`config.mk`:
```
export PLATFORM = sky130hd
export DESIGN_NAME = uart_rx_capture
export DESIGN_NICKNAME = d
export VERILOG_FILES = /design/src/rtl/uart_rx_pkg.sv /design/src/rtl/uart_rx_fifo.sv /design/src/rtl/uart_rx_capture.sv
export SDC_FILE = /design/constraint.sdc
export NUM_CORES = 1
export LEC_CHECK = 0
export CAP_MARGIN = 30
export CORE_UTILIZATION = 33
export CTS_CLUSTER_SIZE = 16
export DETAILED_ROUTE_END_ITERATION = 10
export SKIP_LAST_GASP = 1
export SLEW_MARGIN = 15
export SYNTH_ARGS = -nofsm -noshare
export SYNTH_HDL_FRONTEND = slang
export SYNTH_SLANG_ARGS = --single-unit
```
`constraint.sdc`:
```
create_clock -name wb_clk_i -period 3.16 [get_ports wb_clk_i]
set_input_delay 0.948 -clock wb_clk_i [delete_from_list [all_inputs] [get_ports wb_clk_i]]
set_output_delay 0.948 -clock wb_clk_i [all_outputs]
set_load 0.01 [all_outputs]
```
`src/rtl/uart_rx_pkg.sv`:
```
// Shared types and constants for the uart_rx_capture receiver.
// Holds the FSM encoding, parity-mode codes and the FIFO entry layout.
package uart_rx_pkg;

  localparam int OVS = 16;
  localparam logic [3:0] MID_SAMPLE = 4'd7;
  localparam logic [3:0] LAST_TICK  = 4'(OVS - 1);

  localparam logic [1:0] PAR_NONE = 2'd0;
  localparam logic [1:0] PAR_EVEN = 2'd1;
  localparam logic [1:0] PAR_ODD  = 2'd2;

  typedef enum logic [2:0] {
    ST_IDLE,
    ST_START,
    ST_DATA,
    ST_PARITY,
    ST_STOP,
    ST_WAIT_IDLE
  } state_t;

  typedef struct packed {
    logic       perr;
    logic       ferr;
    logic [7:0] data;
  } uart_rx_entry_t;

  // Mode 3 is reserved and behaves like no parity.
  function automatic logic parity_enabled(input logic [1:0] mode);
    return (mode == PAR_EVEN) || (mode == PAR_ODD);
  endfunction

endpackage

```
`src/rtl/uart_rx_fifo.sv`:
```
// Generic synchronous FIFO with pointers one bit wider than the address.
// The head entry is presented combinationally and forced to zero when empty.
module uart_rx_fifo #(
  parameter int  DEPTH   = 16,
  parameter type entry_t = logic [7:0]
) (
  input  logic                     clk,
  input  logic                     rst,
  input  logic                     push,
  input  entry_t                   push_data,
  output logic                     full,
  input  logic                     pop,
  output entry_t                   head,
  output logic                     empty,
  output logic [$clog2(DEPTH):0]   level
);
  localparam int AW = $clog2(DEPTH);

  entry_t        mem [DEPTH];
  logic [AW:0]   wptr;
  logic [AW:0]   rptr;
  logic          do_push;
  logic          do_pop;

  assign level   = wptr - rptr;
  assign empty   = (wptr == rptr);
  // Occupancy never exceeds DEPTH, so its MSB alone marks full.
  assign full    = level[AW];
  assign do_pop  = pop & ~empty;
  assign do_push = push & (~full | do_pop);

  always_comb begin
    head = '0;
    if (!empty) head = mem[rptr[AW-1:0]];
  end

  always_ff @(posedge clk or posedge rst) begin
    if (rst) begin
      wptr <= '0;
      rptr <= '0;
    end else begin
      if (do_push) wptr <= wptr + 1'b1;
      if (do_pop)  rptr <= rptr + 1'b1;
    end
  end

  always_ff @(posedge clk) begin
    if (do_push) mem[wptr[AW-1:0]] <= push_data;
  end

endmodule

```
`src/rtl/uart_rx_capture.sv`:
```
// 16x oversampling UART receiver feeding a character FIFO with per-character
// framing/parity flags and a sticky overrun bit; used to capture SoC UART TX pins.
module uart_rx_capture
  import uart_rx_pkg::*;
#(
  parameter int FIFO_DEPTH = 16,
  parameter int DIV_W      = 16
) (
  input  logic                          wb_clk_i,
  input  logic                          wb_rst_i,
  input  logic                          rx,
  input  logic [DIV_W-1:0]              baud_div,
  input  logic [1:0]                    data_bits,
  input  logic [1:0]                    parity_mode,
  input  logic                          two_stop,
  output logic [7:0]                    rd_data,
  output logic                          rd_ferr,
  output logic                          rd_perr,
  output logic                          rd_valid,
  input  logic                          rd_ready,
  output logic                          overrun,
  input  logic                          clr_err,
  output logic [$clog2(FIFO_DEPTH):0]   level,
  output state_t                        dbg_state
);

  logic rx_meta, rxs, rxs_d, fall;

  always_ff @(posedge wb_clk_i or posedge wb_rst_i) begin
    if (wb_rst_i) begin
      rx_meta <= 1'b1;
      rxs     <= 1'b1;
      rxs_d   <= 1'b1;
    end else begin
      rx_meta <= rx;
      rxs     <= rx_meta;
      rxs_d   <= rxs;
    end
  end

  assign fall = rxs_d & ~rxs;

  logic [DIV_W-1:0] tick_cnt;
  logic             tick;
  logic             restart;

  assign tick = (tick_cnt == '0);

  // Zero after reset behaves as an immediate reload: the next clock loads baud_div.
  always_ff @(posedge wb_clk_i or posedge wb_rst_i) begin
    if (wb_rst_i)                tick_cnt <= '0;
    else if (restart || tick)    tick_cnt <= baud_div;
    else                         tick_cnt <= tick_cnt - 1'b1;
  end

  state_t         state, state_n;
  logic [3:0]     tc, tc_n;
  logic [2:0]     bc, bc_n;
  logic           sb, sb_n;
  logic [7:0]     shreg, shreg_n;
  logic           perr, perr_n;
  logic           ferr, ferr_n;
  logic [1:0]     cfg_bits, cfg_bits_n;
  logic [1:0]     cfg_par, cfg_par_n;
  logic           cfg_two, cfg_two_n;
  logic           push_q, push_n;
  uart_rx_entry_t entry_q, entry_n;

  always_ff @(posedge wb_clk_i or posedge wb_rst_i) begin
    if (wb_rst_i) begin
      state    <= ST_IDLE;
      tc       <= '0;
      bc       <= '0;
      sb       <= 1'b0;
      shreg    <= '0;
      perr     <= 1'b0;
      ferr     <= 1'b0;
      cfg_bits <= '0;
      cfg_par  <= PAR_NONE;
      cfg_two  <= 1'b0;
      push_q   <= 1'b0;
      entry_q  <= '0;
    end else begin
      state    <= state_n;
      tc       <= tc_n;
      bc       <= bc_n;
      sb       <= sb_n;
      shreg    <= shreg_n;
      perr     <= perr_n;
      ferr     <= ferr_n;
      cfg_bits <= cfg_bits_n;
      cfg_par  <= cfg_par_n;
      cfg_two  <= cfg_two_n;
      push_q   <= push_n;
      entry_q  <= entry_n;
    end
  end

  always_comb begin
    state_n    = state;
    tc_n       = tc;
    bc_n       = bc;
    sb_n       = sb;
    shreg_n    = shreg;
    perr_n     = perr;
    ferr_n     = ferr;
    cfg_bits_n = cfg_bits;
    cfg_par_n  = cfg_par;
    cfg_two_n  = cfg_two;
    push_n     = 1'b0;
    entry_n    = entry_q;
    restart    = 1'b0;

    case (state)
      ST_IDLE: begin
        if (fall) begin
          state_n = ST_START;
          tc_n    = '0;
          restart = 1'b1;
        end
      end
      ST_START: begin
        if (tick) begin
          if (tc == MID_SAMPLE) begin
            if (rxs) begin
              state_n = ST_IDLE;
            end else begin
              // Restarting tc here puts every later sample at a bit mid-point.
              state_n    = ST_DATA;
              tc_n       = '0;
              bc_n       = '0;
              sb_n       = 1'b0;
              shreg_n    = '0;
              perr_n     = 1'b0;
              ferr_n     = 1'b0;
              cfg_bits_n = data_bits;
              cfg_par_n  = parity_mode;
              cfg_two_n  = two_stop;
            end
          end else begin
            tc_n = tc + 4'd1;
          end
        end
      end
      ST_DATA: begin
        if (tick) begin
          tc_n = tc + 4'd1;
          if (tc == LAST_TICK) begin
            shreg_n[bc] = rxs;
            bc_n        = bc + 3'd1;
            if (bc == 3'(cfg_bits) + 3'd4)
              state_n = parity_enabled(cfg_par) ? ST_PARITY : ST_STOP;
          end
        end
      end
      ST_PARITY: begin
        if (tick) begin
          tc_n = tc + 4'd1;
          if (tc == LAST_TICK) begin
            perr_n  = rxs ^ (^shreg) ^ (cfg_par == PAR_ODD);
            state_n = ST_STOP;
          end
        end
      end
      ST_STOP: begin
        if (tick) begin
          tc_n = tc + 4'd1;
          if (tc == LAST_TICK) begin
            if (!rxs) ferr_n = 1'b1;
            if (cfg_two && !sb) begin
              sb_n = 1'b1;
            end else begin
              push_n       = 1'b1;
              entry_n.perr = perr;
              entry_n.ferr = ferr | ~rxs;
              entry_n.data = shreg;
              // A low final stop bit may be a break: hold off until the line idles.
              state_n      = rxs ? ST_IDLE : ST_WAIT_IDLE;
            end
          end
        end
      end
      ST_WAIT_IDLE: begin
        if (rxs) state_n = ST_IDLE;
      end
      default: state_n = ST_IDLE;
    endcase
  end

  assign dbg_state = state;

  uart_rx_entry_t head;
  logic           fifo_full;
  logic           fifo_empty;

  uart_rx_fifo #(
    .DEPTH   (FIFO_DEPTH),
    .entry_t (uart_rx_entry_t)
  ) u_fifo (
    .clk       (wb_clk_i),
    .rst       (wb_rst_i),
    .push      (push_q),
    .push_data (entry_q),
    .full      (fifo_full),
    .pop       (rd_ready),
    .head      (head),
    .empty     (fifo_empty),
    .level     (level)
  );

  assign rd_data  = head.data;
  assign rd_ferr  = head.ferr;
  assign rd_perr  = head.perr;
  assign rd_valid = ~fifo_empty;

  always_ff @(posedge wb_clk_i or posedge wb_rst_i) begin
    if (wb_rst_i)                                 overrun <= 1'b0;
    else if (clr_err)                             overrun <= 1'b0;
    else if (push_q && fifo_full && !rd_ready)    overrun <= 1'b1;
  end

endmodule

```
==> key figures, run 1 <==
Synth
  – Synth Instances: 621
  – Syn Area/Cell: 15.8 sq um
  – Largest family of logic cells by synthesized area: multiplexers
  – #FFs+latches synth: 227
  – Synth Area in XOR/XNOR: 3.12%
  – Post-synthesis mux area share: 13.5%
  – Synth Cell Area: 9810 sq um
  – Number of synthesized flops with an enable pin: 160
  – Synth warnings: 0
  – Synth unique cells: 55
  – Compound-Gate Fraction of Synth Area: 4.78%
  – Synth async-reset ratio: 29.5%
  – Adder-Cell Fraction of Synth Area: 1.99%
  – Simple-Gate Fraction of Synth Area: 8.30%
  – Post-synthesis net count: 662
  – Sequential cell area fraction in the yosys report: 66.1%
  – Ys flop type: edfxtp_1

Finish
  – Core Util, Final: 42.4%
  – Antenna cells: 0
  – Area delta synth->final: 25.3%
  – Area of the multi-input gates: 3210 sq um
  – # fillers: 2635
  – Layout cells sized above 1: 27.9%
  – Register area: 6490 sq um
  – Final nets: 765

Placed design
  – I/O Buffers: 45
  – Final RePlAce weighted congestion: 0.773
  – HPWL after DPL: 13.6 mm

Die
  – Num rows: 62
  – Core Region: 29000 sq um
  – Initial core utilization: 33.8%
  – I/O pin count: 46
  – Die H: 174 um
  – Area of the die: 30400 sq um
  – DIE WIDTH: 174 um

STA
  – Crit share post-route: 111%
  – Tightest Pin Transition: 643 ps
  – RSZ-0062 raised after global routing: true
  – # setup viols final: 13
  – Minimum clock period: 3520 ps
  – Fmax: 284 MHz
  – Final hold violations: 0
  – Slew margin rel.: 57.2%
  – Setup ws final: -359 ps
  – Hold Slack: 357 ps
  – Clk_skew: 8.06 ps
  – Slew Viols, Final: 0

Worst setup path
  – Crit. End Element: output port
  – Required @ worst endpoint: 2210 ps
  – Crit start category: flip-flop
  – WS Path Type: reg2out
  – R2r worst-path depth: 11
  – Critical Path Fanout Max: 8
  – Worst path arrival time: 2570 ps

CTS
  – CTS root buf: clkbuf_16
  – CTS sink count: 227
  – Max clock buf depth: 3
  – Clk_lat worst skew: 530 ps
  – Clock slew at reported path FFs: 60 ps
  – H-tree Lvls: 1
  – CTS tree: yes
  – CTS buffer count: 25

Status
  – Status: complete, but fails checks
  – Failing checks: setup timing

GRT
  – Global-route met1 utilization: 19.8%
  – Global-route wire length before repair: 33.8 mm
  – Initial antenna violation count: 0
  – Overflow after GRT: 0
  – Busiest grt layer: met2
  – Met2 Use GR: 23.5%
  – Global Route Usage Sum: 14.4%
  – Met3 Usage GRT: 2.52%
  – Largest net degree at the start of global routing: 28
  – Vias in the first global route: 5781

Route
  – Antenna Nets Post-Route: 0
  – Remaining DRCs: 0
  – Wire length per cell: 19.0 um
  – DR vias: 5522
  – Vias per cell: 4.90
  – TritonRoute pass-1 iters: 4
  – Drt total wl: 21.3 mm
  – First DRT Iteration DRCs: 358

Power and ir drop
  – Peak supply drop: 0.429 mV
  – P_leak: 4.90 nW
  – PwrDens: 719 nW/um^2

Flow run
  – Max Cap Viol: 0

Hold path
  – Worst hold stages: 0
  – HP Class: reg2reg
registers in the layout, summed over array words and instances, names as in the netlist, 2 cells and up:
register / cells
bc: 3
cfg_bits: 2
u_fifo.wptr: 5
tick_cnt: 16
dbg_state: 3
u_fifo.mem: 160
cfg_par: 2
entry_q: 10
shreg: 8
u_fifo.rptr: 5
tc: 4
cells by family after synthesis:
kind of cell / after synthesis
DFF: 227
and+or+nand+nor: 147
AOI/OAI and AO/OA: 77
muxes: 68
buffers and inverters: 52
xor gates and xnor gates: 35
adders and majority gates: 15
critical path: stages (launching register included):
cell	delay (ps)
dfrtp_2	410
buf_12	120
buf_12	120
buf_16	140
mux4_2	510
mux4_2	470
nor2b_1	140
buf_2	130
cells in the mapped netlist (3+ instances only):
master | n | area [sq um]
clkbuf_1 | 17 | 63.8
a21oi_1 | 23 | 115
o21ai_0 | 23 | 115
nor2b_1 | 16 | 100
dfrtp_1 | 64 | 1600
mux4_2 | 50 | 1130
nand2_1 | 25 | 93.8
dfstp_2 | 3 | 78.8
and3_1 | 17 | 106
mux2_2 | 16 | 180
nand2b_1 | 6 | 37.5
nand4_1 | 7 | 43.8
edfxtp_1 | 160 | 4800
o31ai_1 | 4 | 30.0
nor3_1 | 5 | 25.0
xnor2_1 | 27 | 236
nor2_1 | 43 | 161
nand3b_1 | 4 | 30.0
nor4_1 | 3 | 18.8
o21ai_1 | 4 | 20.0
ha_1 | 14 | 175
inv_1 | 22 | 82.6
a31oi_1 | 7 | 43.8
buf_2 | 12 | 60.1
nand3_1 | 6 | 30.0
xor2_1 | 8 | 70.1
power breakdown:
part | leakage (nW) | switching [W] | internal [W] | total (W)
logic | 1.85 | 0.00107 | 0.00127 | 0.00234
registers | 2.66 | 0.000259 | 0.00334 | 0.00360
clock network | 0.394 | 0.00119 | 0.00172 | 0.00291
worst paths after layout:
path	from	slack [ps]	end
worst max-delay path	u_fifo.rptr[0]	-360	rd_data[1]
worst min-delay path	rx_meta	360	rxs
worst max register to register	u_fifo.rptr[0]	130	u_fifo.mem[2][6]
worst min register to register	rx_meta	360	rxs
max in group asynchronous	wb_rst_i	1770	rxs_d
min in group asynchronous	wb_rst_i	780	tick_cnt[7]
routing by layer:
layer	wire length [um]	vias up	part of all wire [%]
met5	0	-	0
met4	444	0	2.1
met3	1180	33	5.5
met2	10000	124	47
met1	9710	2787	45
li1	-	2578	-
layout by cell type (no fill, tap or decap), types with 22 or more instances in the layout:
| cell | instances |
|---|---|
| edfxtp_1 | 160 |
| dfrtp_1 | 62 |
| mux4_2 | 50 |
| nor2_1 | 41 |
| buf_4 | 34 |
| clkdlybuf4s50_1 | 30 |
| xnor2_1 | 27 |
| nand2_1 | 25 |
| clkbuf_16 | 25 |
| o21ai_0 | 22 |
| a21oi_1 | 22 |
per-stage QoR:
step / setup TNS (ps) / worst slack [ps] / cell area, sq um / total power [W] / instances
floorplan: 0 / 41.2 / 9820 / 0.00496 / 621
global placement: -1290 / -148 / 11200 / 0.00567 / 1066
detailed placement: -1420 / -159 / 11200 / 0.00568 / 1066
CTS: -3960 / -391 / 12200 / 0.00889 / 1121
global route: -4660 / -420 / 12300 / 0.00927 / 1126
finish: -3560 / -359 / 12300 / 0.00884 / 1126
repair_timing:
| item | in CTS | in global routing |
|---|---|---|
| gates resized for setup | 70 | 19 |
| buffers inserted | 8 | 6 |
| hold buffers | 0 | 0 |
| endpoints found under the setup margin | 15 | 13 |
| hold endpoints to repair | 0 | 0 |
| cloned | 2 | 0 |
| pin swaps | 4 | 3 |
layout make-up:
class | count | area share, %
sequential | 227 | 52.8
tap | 384 | 3.91
clock buffer | 32 | 5.30
inverter | 22 | 0.672
multi-input combinational | 342 | 26.1
clock inverter | 13 | 1.36
timing repair buffer | 106 | 9.85
Note: power is estimated with default switching activity, not from simulation.
==> run 2: changes to the inputs <==
==> constraint.sdc (replaced) <==
create_clock -name wb_clk_i -period 3.16 [get_ports wb_clk_i]
set_input_delay 0.632 -clock wb_clk_i [delete_from_list [all_inputs] [get_ports wb_clk_i]]
set_output_delay 0.632 -clock wb_clk_i [all_outputs]
set_load 0.01 [all_outputs]
==> run 2 against run 1 <==
- the run still ends with setup timing left
- maximum frequency grew 9.8%
- clock-buffer cell count grew 3
- sequential power is essentially flat
- cell area shrank 1.8%
- utilization shrank 0.78 points
- combinational power shrank 4%
- flip-flop and latch count is the same
- largest cell class unchanged
- highest routed layer unchanged
==> key figures, run 2 (synthesis results as in run 1) <==
Status
  – Status: complete, but fails checks
  – Failing checks: setup timing

CTS
  – Clock slew at reported path FFs: 60 ps (about the same)
  – CTS root buf: clkbuf_16
  – CTS sink count: 227 (unchanged)
  – Max clock buf depth: 3 (unchanged)
  – CTS buffer count: 25 (unchanged)
  – H-tree Lvls: 1 (unchanged)
  – CTS tree: yes
  – Clk_lat worst skew: 520 ps (about the same)

STA
  – Minimum clock period: 3200 ps (-315 ps)
  – Crit share post-route: 101% (-10 points)
  – Slew margin rel.: 59.5% (+2.3 points)
  – Final hold violations: 0 (unchanged)
  – Fmax: 312 MHz (+9.8%)
  – Clk_skew: 13.6 ps (+5.57 ps)
  – # setup viols final: 5 (-8)
  – Tightest Pin Transition: 608 ps (-35.1 ps)
  – Slew Viols, Final: 0 (unchanged)
  – Hold Slack: 354 ps (-3.48 ps)
  – Setup ws final: -44.2 ps (+315 ps)
  – RSZ-0062 raised after global routing: true
  – Setup TNS Final: -110 ps (+3450 ps)

GRT
  – Vias in the first global route: 5634 (-2.5%)
  – Overflow after GRT: 0 (unchanged)
  – Largest net degree at the start of global routing: 41 (+46%)
  – Initial antenna violation count: 0 (unchanged)
  – Global Route Usage Sum: 14.0% (-0.35 points)
  – Global-route wire length before repair: 33.0 mm (-2.2%)

Die
  – Initial core utilization: 33.8% (unchanged)
  – Num rows: 62 (unchanged)
  – DIE WIDTH: 174 um (unchanged)
  – Die H: 174 um (unchanged)
  – Area of the die: 30400 sq um (unchanged)
  – I/O pin count: 46 (unchanged)
  – Core Region: 29000 sq um (unchanged)

Finish
  – # fillers: 2637 (+0.076%)
  – Final nets: 754 (-1.4%)
  – Commonest non-fill, non-tap cells in the layout: 160 x edfxtp_1, 62 x dfrtp_1, 50 x mux4_2, 42 x nor2_1, 33 x buf_4
  – Post-route insts no fill: 1116 (-0.89%)
  – Number of flip-flops in the largest register: 160 (unchanged)
  – Commonest non-fill, non-tap cell in the layout: edfxtp_1
  – Area delta synth->final: 23.0%
  – Layout cells sized above 1: 26.0% (-1.9 points)
  – Antenna cells: 0 (unchanged)

Worst setup path
  – Crit. End Element: output port
  – Crit path max-delay family: multiplexers
  – Crit path cell chain: buf_12, buf_16, buf_12, mux4_2, mux4_2, nor2b_1, buf_2
  – Required @ worst endpoint: 2530 ps (+320 ps)
  – Worst path arrival time: 2570 ps (about the same)
  – Crit start category: flip-flop
  – CP max stage delay: 480 ps (-30 ps)
  – Crit path buf inv count: 4 (unchanged)
  – Launching point of the worst reg2reg path: u_fifo.rptr[0]
  – WS Path Type: reg2out
  – Critical Path Fanout Max: 6 (-2)
  – Max stage delay cell, worst path: mux4_2
  – CP Launch Point: u_fifo.rptr[0]

Route
  – Antenna Nets Post-Route: 0 (unchanged)
  – Drt total wl: 20.8 mm (-2.7%)
  – TritonRoute pass-1 iters: 4 (unchanged)
  – DR vias: 5468 (-0.98%)
  – Remaining DRCs: 0 (unchanged)
  – Vias per cell: 4.90 (about the same)
  – Wire length per cell: 18.6 um (-1.8%)
  – First DRT Iteration DRCs: 327 (-8.7%)

Placed design
  – Post-placement setup slack: 102 ps (+261 ps)
  – Final RePlAce weighted congestion: 0.792 (+2.5%)
  – HPWL after DPL: 13.6 mm (about the same)
  – Placed cells: 1056 (-0.94%)
  – I/O Buffers: 45 (unchanged)

Power and ir drop
  – PwrDens: 736 nW/um^2 (+2.4%)
  – Peak supply drop: 0.514 mV (+20%)
  – P_leak: 4.85 nW (-1.1%)

Hold path
  – HP Class: reg2reg
  – HP Start: rx_meta

Flow run
  – Max Cap Viol: 0 (unchanged)
==> run 2: per-stage QoR <==
stage	instance area (sq um)	util, %	power (W)
global placement	11000	37.9	0.00560
finish	12100	41.6	0.00888
detailed placement	11000	37.9	0.00561
floorplan	9820	-	0.00496
global route	12100	41.6	0.00930
CTS	12100	41.6	0.00902
==> run 2: routing by layer <==
layer  vias to the layer above  GRT usage, %  share of wire (%)
met3                        19          2.30                5.5
met1                      2748          20.1                 45
li1                       2558             -                  -
met4                         0          2.67                1.2
met2                       143          22.7                 48
met5                         -             0                  0
==> run 2: worst paths after layout <==
path	slack (ps)	cells past startpoint	endpoint
max reg2reg	320	10	u_fifo.mem[11][6]
max	-40	7	rd_ferr
min	350	0	rxs
min reg2reg	350	0	rxs
min in group asynchronous	480	2	u_fifo.wptr[4]
max in group asynchronous	2030	3	bc[0]
==> run 2: cell type report <==
cell class                      instances  area, sq um  share of cell area [%]
Clock buffer                           35          703                    5.83
Multi-Input combinational cell        342         3150                    26.1
Sequential cell                       227         6490                    53.8
Timing Repair Buffer                   95          988                    8.19
Inverter                               22         82.6                   0.685
Tap cell                              384          480                    3.98
Clock inverter                         11          173                    1.43
==> run 2: timing repair <==
action                     4_1_cts  5_1_grt
buffers inserted                10        3
cloned                           4        0
pin swaps                        1        1
setup endpoints to repair       12       13
hold buffers                     0        0
resized for setup               60        5
==> run 2: where the power goes <==
part / switching (W) / leakage [nW] / internal (W)
sequential: 0.000260 / 2.66 / 0.00334
combinational: 0.00106 / 1.77 / 0.00119
clock: 0.00115 / 0.421 / 0.00189
total: 0.00247 / 4.85 / 0.00642
